**config.mk**
```make
export PLATFORM = sky130hd
export DESIGN_NAME = program_loader
export DESIGN_NICKNAME = d
export VERILOG_FILES = /design/src/rtl/program_loader.sv
export SDC_FILE = /design/constraint.sdc
export NUM_CORES = 1
export LEC_CHECK = 0
export CAP_MARGIN = 5
export CORE_ASPECT_RATIO = 2
export CORE_MARGIN = 3
export CORE_UTILIZATION = 43
export CTS_BUF_LIST = sky130_fd_sc_hd__clkbuf_2 sky130_fd_sc_hd__clkbuf_4 sky130_fd_sc_hd__clkbuf_8
export CTS_CLUSTER_SIZE = 8
export DETAILED_ROUTE_END_ITERATION = 8
export PLACE_DENSITY_LB_ADDON = 0.15
export SKIP_CTS_REPAIR_TIMING = 1
export SYNTH_ARGS = -nofsm -noshare
export SYNTH_HDL_FRONTEND = slang
export SYNTH_SLANG_ARGS = --single-unit
```
**constraint.sdc**
```tcl
create_clock -name clk -period 4.2 [get_ports clk]
set_clock_uncertainty 0.05 [all_clocks]
set_input_delay 0.84 -clock clk [delete_from_list [all_inputs] [get_ports clk]]
set_output_delay 0.84 -clock clk [all_outputs]
set_load 0.02 [all_outputs]
```
**src/rtl/program_loader.sv**
```systemverilog
// program_loader
// Receives a program image as a byte stream and writes it, one 32-bit word
// at a time, into an external program memory. The processor is held in reset
// for the whole session.
//
// Stream format: N low byte, N high byte, then 4*N data bytes (little-endian
// words), then one checksum byte. The checksum is the XOR of the data bytes.
//
// Ports
//   clk       : single clock, rising edge
//   rst       : asynchronous active-low reset
//   start     : one-cycle request to begin a session (IDLE/DONE/ERR only)
//   in_data   : stream byte
//   in_valid  : in_data is valid
//   in_ready  : loader accepts a byte this cycle
//   wr_en     : program memory write strobe (one cycle per word)
//   wr_addr   : program memory word address
//   wr_data   : instruction word
//   cpu_hold  : processor held in reset while a session runs
//   busy      : session in progress
//   done      : last session completed with a good checksum (sticky)
//   err       : last session failed (sticky)
//
// state  | meaning
// -------+-----------------------------------------------------------
// IDLE   | waiting for start after reset
// LEN_LO | waiting for the low byte of the word count
// LEN_HI | waiting for the high byte; range check on the full count
// DATA   | collecting the four bytes of the next word
// WRITE  | one-cycle write strobe for the assembled word
// CHK    | waiting for the checksum byte
// DONE   | session ended with a matching checksum
// ERR    | session ended with a bad length or checksum
module program_loader #(
    parameter int MEM_DEPTH = 1024,
    parameter int ADDR_W    = 10
) (
    input  logic              clk,
    input  logic              rst,
    input  logic              start,
    input  logic [7:0]        in_data,
    input  logic              in_valid,
    output logic              in_ready,
    output logic              wr_en,
    output logic [ADDR_W-1:0] wr_addr,
    output logic [31:0]       wr_data,
    output logic              cpu_hold,
    output logic              busy,
    output logic              done,
    output logic              err
);

    typedef enum logic [2:0] {
        S_IDLE,
        S_LEN_LO,
        S_LEN_HI,
        S_DATA,
        S_WRITE,
        S_CHK,
        S_DONE,
        S_ERR
    } state_t;

    localparam logic [16:0] DEPTH_W = 17'(MEM_DEPTH);

    state_t            state_q, state_d;
    logic [15:0]       len_q, len_d;
    // One bit wider than the address so it can reach MEM_DEPTH itself.
    logic [ADDR_W:0]   word_idx_q, word_idx_d;
    logic [1:0]        byte_cnt_q, byte_cnt_d;
    logic [31:0]       word_q, word_d;
    logic [7:0]        chk_q, chk_d;
    logic [ADDR_W-1:0] wr_addr_q, wr_addr_d;
    logic [31:0]       wr_data_q, wr_data_d;
    logic              in_ready_q, in_ready_d;
    logic              wr_en_q, wr_en_d;
    logic              busy_q, busy_d;
    logic              done_q, done_d;
    logic              err_q, err_d;

    logic              accept;
    logic [15:0]       len_full;
    logic [16:0]       idx_next;

    // in_ready_q always reflects the current state, so it gates acceptance.
    assign accept   = in_valid & in_ready_q;
    assign len_full = {in_data, len_q[7:0]};
    assign idx_next = 17'(word_idx_q) + 17'd1;

    always_comb begin
        state_d    = state_q;
        len_d      = len_q;
        word_idx_d = word_idx_q;
        byte_cnt_d = byte_cnt_q;
        word_d     = word_q;
        chk_d      = chk_q;
        wr_addr_d  = wr_addr_q;
        wr_data_d  = wr_data_q;

        case (state_q)
            S_IDLE, S_DONE, S_ERR: begin
                if (start) begin
                    state_d    = S_LEN_LO;
                    len_d      = '0;
                    word_idx_d = '0;
                    byte_cnt_d = '0;
                    word_d     = '0;
                    chk_d      = '0;
                end
            end
            S_LEN_LO: begin
                if (accept) begin
                    len_d[7:0] = in_data;
                    state_d    = S_LEN_HI;
                end
            end
            S_LEN_HI: begin
                if (accept) begin
                    len_d[15:8] = in_data;
                    if ({1'b0, len_full} > DEPTH_W) begin
                        state_d = S_ERR;
                    end else if (len_full == 16'd0) begin
                        state_d = S_CHK;
                    end else begin
                        state_d = S_DATA;
                    end
                end
            end
            S_DATA: begin
                if (accept) begin
                    word_d[{byte_cnt_q, 3'b000} +: 8] = in_data;
                    chk_d      = chk_q ^ in_data;
                    byte_cnt_d = byte_cnt_q + 2'd1;
                    if (byte_cnt_q == 2'd3) begin
                        // Address/data are loaded here so they are valid
                        // on the same cycle the strobe rises.
                        state_d   = S_WRITE;
                        wr_addr_d = word_idx_q[ADDR_W-1:0];
                        wr_data_d = {in_data, word_q[23:0]};
                    end
                end
            end
            S_WRITE: begin
                word_idx_d = word_idx_q + {{ADDR_W{1'b0}}, 1'b1};
                if (idx_next < {1'b0, len_q}) begin
                    state_d = S_DATA;
                end else begin
                    state_d = S_CHK;
                end
            end
            S_CHK: begin
                if (accept) begin
                    state_d = (in_data == chk_q) ? S_DONE : S_ERR;
                end
            end
            default: state_d = S_IDLE;
        endcase

        // Outputs are registered and decoded from the next state so they
        // line up exactly with state_q.
        in_ready_d = (state_d == S_LEN_LO) || (state_d == S_LEN_HI) ||
                     (state_d == S_DATA)   || (state_d == S_CHK);
        busy_d     = in_ready_d || (state_d == S_WRITE);
        wr_en_d    = (state_d == S_WRITE);
        done_d     = (state_d == S_DONE);
        err_d      = (state_d == S_ERR);
    end

    always_ff @(posedge clk or negedge rst) begin
        if (!rst) begin
            state_q    <= S_IDLE;
            len_q      <= '0;
            word_idx_q <= '0;
            byte_cnt_q <= '0;
            word_q     <= '0;
            chk_q      <= '0;
            wr_addr_q  <= '0;
            wr_data_q  <= '0;
            in_ready_q <= 1'b0;
            wr_en_q    <= 1'b0;
            busy_q     <= 1'b0;
            done_q     <= 1'b0;
            err_q      <= 1'b0;
        end else begin
            state_q    <= state_d;
            len_q      <= len_d;
            word_idx_q <= word_idx_d;
            byte_cnt_q <= byte_cnt_d;
            word_q     <= word_d;
            chk_q      <= chk_d;
            wr_addr_q  <= wr_addr_d;
            wr_data_q  <= wr_data_d;
            in_ready_q <= in_ready_d;
            wr_en_q    <= wr_en_d;
            busy_q     <= busy_d;
            done_q     <= done_d;
            err_q      <= err_d;
        end
    end

    assign in_ready = in_ready_q;
    assign wr_en    = wr_en_q;
    assign wr_addr  = wr_addr_q;
    assign wr_data  = wr_data_q;
    assign busy     = busy_q;
    assign cpu_hold = busy_q;
    assign done     = done_q;
    assign err      = err_q;

endmodule

```
Word level (Yosys, flattened, before mapping)
Index checks and enable logic that the tools add are counted.
{"block": "totals", "out_inout_bits": 48, "ff_bits": 119, "input_bits": 12, "elab_cells": 87}
{"block": "op_classes", "n_bitwise": 2, "eq_ne": 20, "n_mux": 27, "reduce_logical": 16, "add_sub_neg": 4, "n_lt_le_gt_ge": 2, "shifts": 2}
{"operator": "$mux W32", "count": 2}
{"operator": "$pmux W32 S2", "count": 1}
{"operator": "$pmux W8 S2", "count": 3}
{"operator": "$bwmux W32", "count": 1}
{"operator": "$shift A8 B7 Y32 const A", "count": 1}
{"operator": "$shiftx A8 B7 Y32", "count": 1}
{"operator": "$mux W3", "count": 9}
{"operator": "$eq A3 B3 Y1 const B", "count": 8}
{"operator": "$mux W8", "count": 3}
{"operator": "$pmux W11 S2", "count": 1}
{"operator": "$pmux W3 S6", "count": 1}
{"operator": "$gt A16 B11 Y1 const B", "count": 1}
{"operator": "$logic_not A16 Y1", "count": 1}
{"operator": "$lt A12 B16 Y1", "count": 1}
{"operator": "$mux W16", "count": 1}
{"operator": "$add A11 B1 Y12 const B", "count": 1}
{"operator": "$eq A3 B2 Y1 const B", "count": 4}
{"operator": "$reduce_and A3 Y1", "count": 4}
{"operator": "$add A11 B1 Y11 const B", "count": 1}
{"operator": "$mux W11", "count": 1}
{"operator": "$eq A8 B8 Y1", "count": 1}
{"operator": "$ne A2 B2 Y1 const B", "count": 4}
{"operator": "$reduce_bool A2 Y1", "count": 4}
{"operator": "$xor A8 B8 Y8", "count": 1}
{"operator": "other kinds (12)", "count": 17}

Depth between registers and ports, before layout
Gate-level depths: netlist (run 1).
{"block": "logic_depth", "ltp_word": 10, "depth_mapped": 11, "ltp_nobuf": 11}

Worst setup path after synthesis (run 1)
OpenSTA, ideal clock, no wires.
{"block": "synth_path", "kind": "register to register", "startpoint": "reg word_idx_q[0]", "endpoint": "reg state_q[1]", "n_path_buf": 0, "setup_ns": 0.067, "t_arrival_ns": 2.651, "stages_incl_launch_ff": 12, "synth_period_minus_slack_ns": 2.768, "setup_slack_ns": 1.432, "required_time_ns": 4.083, "cell_sequence": "dfrtp_1 -> ha_1 -> nand2_1 -> nor3_1 -> and3_1 -> xor2_1 -> ha_1 -> a21o_1 -> a211oi_1 -> o311ai_0 -> o21ai_0 -> o2111a_1"}
{"block": "synth_between", "elab_chain_len": 4}
{"element": "from (decl)", "line": "69", "rtl": "logic [ADDR_W:0] word_idx_q, word_idx_d;"}
{"element": "from (signal assigned)", "line": "187", "rtl": "word_idx_q <= word_idx_d;"}
{"element": "$add A11 B1 Y12", "line": "88", "rtl": "assign idx_next = 17'(word_idx_q) + 17'd1;"}
{"element": "$lt A12 B16 Y1", "line": "145", "rtl": "if (idx_next < {1'b0, len_q}) begin"}
{"element": "$mux W3", "line": "145"}
{"element": "$pmux W3 S6", "line": "100", "rtl": "case (state_q)"}
{"element": "via state_d[1]", "line": "66", "rtl": "state_t state_q, state_d;"}
{"element": "to (signal assigned)", "line": "185", "rtl": "state_q <= state_d;"}
{"element": "to (decl)", "line": "66"}
The timed path passes the listed nets, and every way through them passes these cells.
A chain may end at the register's enable or synchronous reset.

Worst setup path after layout (run 1)
Same ends and word-level chain as after synthesis.

==> impl_metrics.toml, run 1 <==
[placement]
portBuffers = 59
dpl.cell_count = 701
gp_congestion = 0.842
dp_hpwl_mm = 9.23

[setup_path]
slowest_stage = "dfrtp_1"
worst_ep_arrival_time_ns = 3.48
regToRegStartpoint = "word_idx_q[0]"
cp-end-kind = "flip-flop"
reg2reg_depth = 11
crit_family = "compound AO/OA/AOI/OAI gates"
r2r_setup_slack_ns = 0.99
crit_fanout = 7
cpMostUsedCell = "ha_1"
crit_path_cell_trace = "ha_1 -> nand2_1 -> nor3_1 -> and3_1 -> xor2_1 -> ha_1 -> a21o_1 -> a211oi_1 -> o311ai_0 -> o21ai_0 -> o2111a_1"
critPathBufInv = 0
crit_path_start_kind = "flip-flop"
timing.rr.end = "state_q[1]"
cp_data_required_time_ns = 4.47
path_class = "reg -> reg"
slowest_delay_ns = 0.47

[die]
rows = 56
die_y_um = 162
start_util_pct = 44.3
die_area_sq_mm = 0.0136
die_x_um = 84.1
core_sq_mm = 0.0118
num_io_pins = 60

[global_routing]
grt_pass1_wl_mm = 21.2
overflow = 0
grt_util_met1_pct = 22.1
use_met2_pct = 36.4
antenna_found_initial = 0
grt_pass1_vias = 4180
grt_use_total_pct = 19.7
busiest_layer = "met2"
grt_max_degree = 73
gr-usage-met3_pct = 2.23

[finish]
nNetsFinal = 595
areaGrowthSynthToFinish_pct = 17.6
antennaDiodeCount = 0
fin_util_pct = 52.1
finalNonFillerCells = 717
drive_gt1_share_pct = 11.0

[route]
first_pass_iters = 4
vias_per_cell = 5.53
wl_mm = 12.8
drt_iter0_markers = 292
drtAntennaViolNets = 0
vias = 3964
wl_per_cell_um = 17.9
route.detailed.drc = 0

[sta]
holdWs_ns = 0.432
hold_viol = 0
tns_ns = 0
finalSetupViolations = 0
slew_violations = 0
worst_slew_pin_slew_ns = 0.960
min_period_ns = 3.21
max_freq_ghz = 0.311
min_period_over_period_pct = 76.5
rsz0062_at_grt = "false"
slew_headroom_pct = 36.0

[synthesis]
synthCells = 515
synth.most_common_cell = "nand2_1"
synth_edf_count = 0
synthTopCellsByCount = "119 x nand2_1, 111 x dfrtp_1, 40 x o21ai_0"
netlist_area_sq_mm = 0.00524
synth_top_area_cell = "dfrtp_1"
synth_top_cell_area_share_pct = 53.0
yosysSeqAreaShare_pct = 53.0
synth_area_leaders = "dfrtp_1 53%, nand2_1 8.5%, mux2_2 5.6%"
synth_ff_type = "dfrtp_1"
yosysWarnings = 0
synth-seq-cells = 111
synthArstFlopShare_pct = 100
synth.avg_cell_area_sq_um = 10.2
synth_cell_types = 55
syn_nets = 543

[worst_hold_path]
holdPathStages = 2
hold_start = "wr_addr[2]"
hp-class = "reg -> reg"
worstHoldEndpoint = "wr_addr[2]"

[clocking]
clk_pin_slew_ns = 0.10
clk_latency_ns = 0.38
cts_sinks = 111
cts_buffers = 9
cts-htree-levels = 3
clockBufferDepth = 2
root_buffer = "clkbuf_8"
cts_tree = "yes"

[power]
total_power_w = 0.00315
leakagePower_nw = 2.91
ir_drop_v = 0.000264
power_per_cell_area_mw_per_mm2 = 510

[status]
outcome = "finished, final reports clean"

[flow_run]
drv_cap = 0
## stage by stage
step | instance area (sq um) | setup slack (ns)
after floorplan | 5240 | 1.43
after global routing | 6170 | 0.734
after detailed placement | 5960 | 0.982
after CTS | 6170 | 1.04
after global placement | 5960 | 1.05
final | 6170 | 0.986
## worst max path at each step
stage	startpoint	cells after the start	slack, ns	endpoint
after floorplan	word_idx_q[0]	11	1.43	state_q[1]
after global placement	in_data[0]	6	1.05	in_ready
after detailed placement	in_valid	6	0.98	word_q[1]
after CTS	word_idx_q[0]	11	1.04	state_q[1]
after global routing	word_idx_q[0]	11	0.73	state_q[1]
final	word_idx_q[0]	11	0.99	state_q[1]
## power by group
part	total (W)	switching, W	internal, W
Sequential	0.00145	0.000197	0.00126
Combinational	0.00104	0.000606	0.000431
Clock	0.000658	0.000375	0.000283
## worst register-to-register path, stage by stage (launching register included)
cell and delay [ns]:
dfrtp_1 0.47, ha_1 0.29, nand2_1 0.11, nor3_1 0.38, and3_1 0.23, xor2_1 0.19, ha_1 0.27, a21o_1 0.16
a211oi_1 0.35, o311ai_0 0.24, o21ai_0 0.22, o2111a_1 0.21
## metal layers
metal  wire (um)  part of all wire, %
met5           0                    0
met4         465                  3.6
met3         431                  3.4
met2        7000                   55
met1        4920                   38
## cell families after synthesis
group | share of synthesized area [%]
fa+ha+maj | 3.82
xor+xnor | 3.34
buf+inv | 3.70
mux | 5.78
simple gates | 16.3
flops | 53.0
compound gates | 14.1
## cells in the final DEF (no fill, tap or decap), types with 16 or more instances in the layout
master / synthesis / routed
a21oi_1: 16 / 16
a22o_1: 24 / 24
clkdlybuf4s50_1: 0 / 58
dfrtp_1: 111 / 111
ha_1: 16 / 16
inv_1: 16 / 16
mux2_2: 26 / 26
nand2_1: 119 / 119
nor2_1: 23 / 23
o21ai_0: 40 / 40
xor2_1: 17 / 17
## sequential cells by signal, summed over array words and instances (netlist names)
register / count
wr_en: 1
err: 1
byte_cnt_q: 2
wr_data: 32
busy: 1
word_q: 24
len_q: 16
done: 1
word_idx_q: 11
chk_q: 8
state_q: 3
wr_addr: 10
in_ready: 1
## layout make-up
| class | instances | area [sq um] |
|---|---|---|
| fill | 1089 | 5670 |
| inverter | 17 | 63.8 |
| sequential | 111 | 2780 |
| multi-input combinational | 360 | 2270 |
| clock buffer | 9 | 124 |
| clock inverter | 7 | 81.3 |
| tap | 145 | 181 |
| timing repair buffer | 68 | 668 |
Note: power is estimated with default switching activity, not from simulation.
==> run 2, diff against run 1 <==
clock period = 3.1 ns   (was 4.2 ns; I/O delays follow)
==> impl_metrics.toml, run 2 (same netlist as run 1, synthesis figures left out) <==
[route]
drtAntennaViolNets = 0
vias = 3933
wl_per_cell_um = 17.4
route.detailed.drc = 0
wl_mm = 12.7
vias_per_cell = 5.40
drt_iter0_markers = 262
first_pass_iters = 4

[sta]
min_period_ns = 2.90
tns_ns = 0
min_period_over_period_pct = 93.5
worst_slew_pin_slew_ns = 1.04
max_freq_ghz = 0.345
hold_viol = 0
finalSetupViolations = 0
slew_violations = 0
slew_headroom_pct = 30.9

[global_routing]
grt_pass1_vias = 4053
grt_pass1_wl_mm = 20.5
grt_use_total_pct = 19.0
antenna_found_initial = 0
overflow = 0
grt_max_degree = 112

[clocking]
clk_latency_ns = 0.37
cts_tree = "yes"
clockBufferDepth = 2
cts_sinks = 111
clk_pin_slew_ns = 0.10
cts_buffers = 9
cts-htree-levels = 3
root_buffer = "clkbuf_8"

[finish]
layout_commonest_cell = "nand2_1"
final_cell_mix = "119 x nand2_1, 111 x dfrtp_1, 58 x clkdlybuf4s50_1"
nNetsFinal = 607
antennaDiodeCount = 0
areaGrowthSynthToFinish_pct = 20.5
drive_gt1_share_pct = 13.4
finalNonFillerCells = 729
largest_register_ff_count = 32

[setup_path]
timing.rr.end = "state_q[1]"
path_class = "reg -> reg"
crit_fanout = 5
worst_ep_arrival_time_ns = 3.16
cp_data_required_time_ns = 3.36
reg2reg_depth = 11
crit_path_start_kind = "flip-flop"
r2r_setup_slack_ns = 0.20
cp-end-kind = "flip-flop"
regToRegStartpoint = "word_idx_q[1]"

[power]
p_comb_share_pct = 32.3
internal-power_w = 0.00287
switching_share_pct = 35.4
ir_drop_v = 0.000345
p_seq_share_pct = 43.9
power_frac_clock_pct = 23.7
switchingPower_w = 0.00158
power_per_cell_area_mw_per_mm2 = 705
leakagePower_nw = 2.99

[die]
num_io_pins = 60
die_area_sq_mm = 0.0136
rows = 56
core_sq_mm = 0.0118
die_y_um = 162
start_util_pct = 44.3
die_x_um = 84.1

[placement]
portBuffers = 59
gp_congestion = 0.910
dp_hpwl_mm = 9.15
dpl.cell_count = 713

[worst_hold_path]
hp-class = "in -> async"

[flow_run]
drv_cap = 0

[status]
outcome = "finished, final reports clean"
-- run 2: cell types whose count changed in the layout (fill, tap and decap cells not counted) --
cell,before,now
a211oi_2,0,1
ha_2,0,1
ha_1,16,15
inv_6,0,2
buf_4,9,21
clkinv_4,4,0
nor3_2,0,1
clkbuf_8,9,10
nor3_1,5,4
inv_8,1,0
bufinv_16,1,3
a211oi_1,2,1
-- run 2: worst max-delay path by stage --
stage	from	end	slack, ns	depth (start not counted)
finish	word_idx_q[1]	state_q[1]	0.20	11
global route	word_idx_q[2]	state_q[1]	-0.01	10
CTS	word_idx_q[1]	state_q[1]	0.07	11
detailed placement	word_idx_q[1]	state_q[1]	0.09	11
global placement	word_idx_q[1]	state_q[1]	0.17	11
floorplan	word_idx_q[0]	state_q[1]	0.33	11
-- run 2: power by group through the flow --
stage	logic (W)	clock network (W)	registers, W
2_1_floorplan	0.000934	0	0.00198
3_3_place_gp	0.00140	0	0.00197
3_5_place_dp	0.00145	0	0.00198
4_1_cts	0.00145	0.00108	0.00195
5_1_grt	0.00161	0.00114	0.00200
6_report	0.00144	0.00106	0.00195
-- run 2: stage by stage --
stage | total power, W | setup slack [ns] | instance area (sq um) | utilization, % | hold WS, ns
2_1_floorplan | 0.00292 | 0.332 | 5240 | - | 0.274
3_3_place_gp | 0.00338 | 0.171 | 6050 | 51.1 | 0.408
3_5_place_dp | 0.00343 | 0.0876 | 6050 | 51.1 | 0.412
4_1_cts | 0.00449 | 0.0705 | 6300 | 53.2 | 0.285
5_1_grt | 0.00474 | -0.0136 | 6310 | 53.3 | 0.283
6_report | 0.00445 | 0.202 | 6310 | 53.3 | 0.265
-- run 2: area by class of cell --
class,instances,area (sq um)
Inverter,17,63.8
Tap cell,145,181
Multi-Input combinational cell,360,2280
Timing Repair Buffer,80,758
Sequential cell,111,2780
Clock buffer,10,138
Clock inverter,6,113
Fill cell,1081,5530
-- run 2: metal layers --
metal | share of wire (%) | global-route usage, % | vias to the layer above
met5 | 0 | 0 | -
met4 | 3.0 | 8.20 | 0
met3 | 2.7 | 2.44 | 28
met2 | 55 | 35.3 | 76
met1 | 40 | 21.5 | 1944
li1 | - | - | 1885
-- run 2: critical path: stages, from the launching register on --
cell and delay, ns:
dfrtp_1 0.44, ha_2 0.27, nand2_1 0.09, nor3_2 0.21, and3_1 0.20, xor2_1 0.20, ha_1 0.27, a21o_1 0.18
a211oi_2 0.31, o311ai_0 0.21, o21ai_0 0.19, o2111a_1 0.22
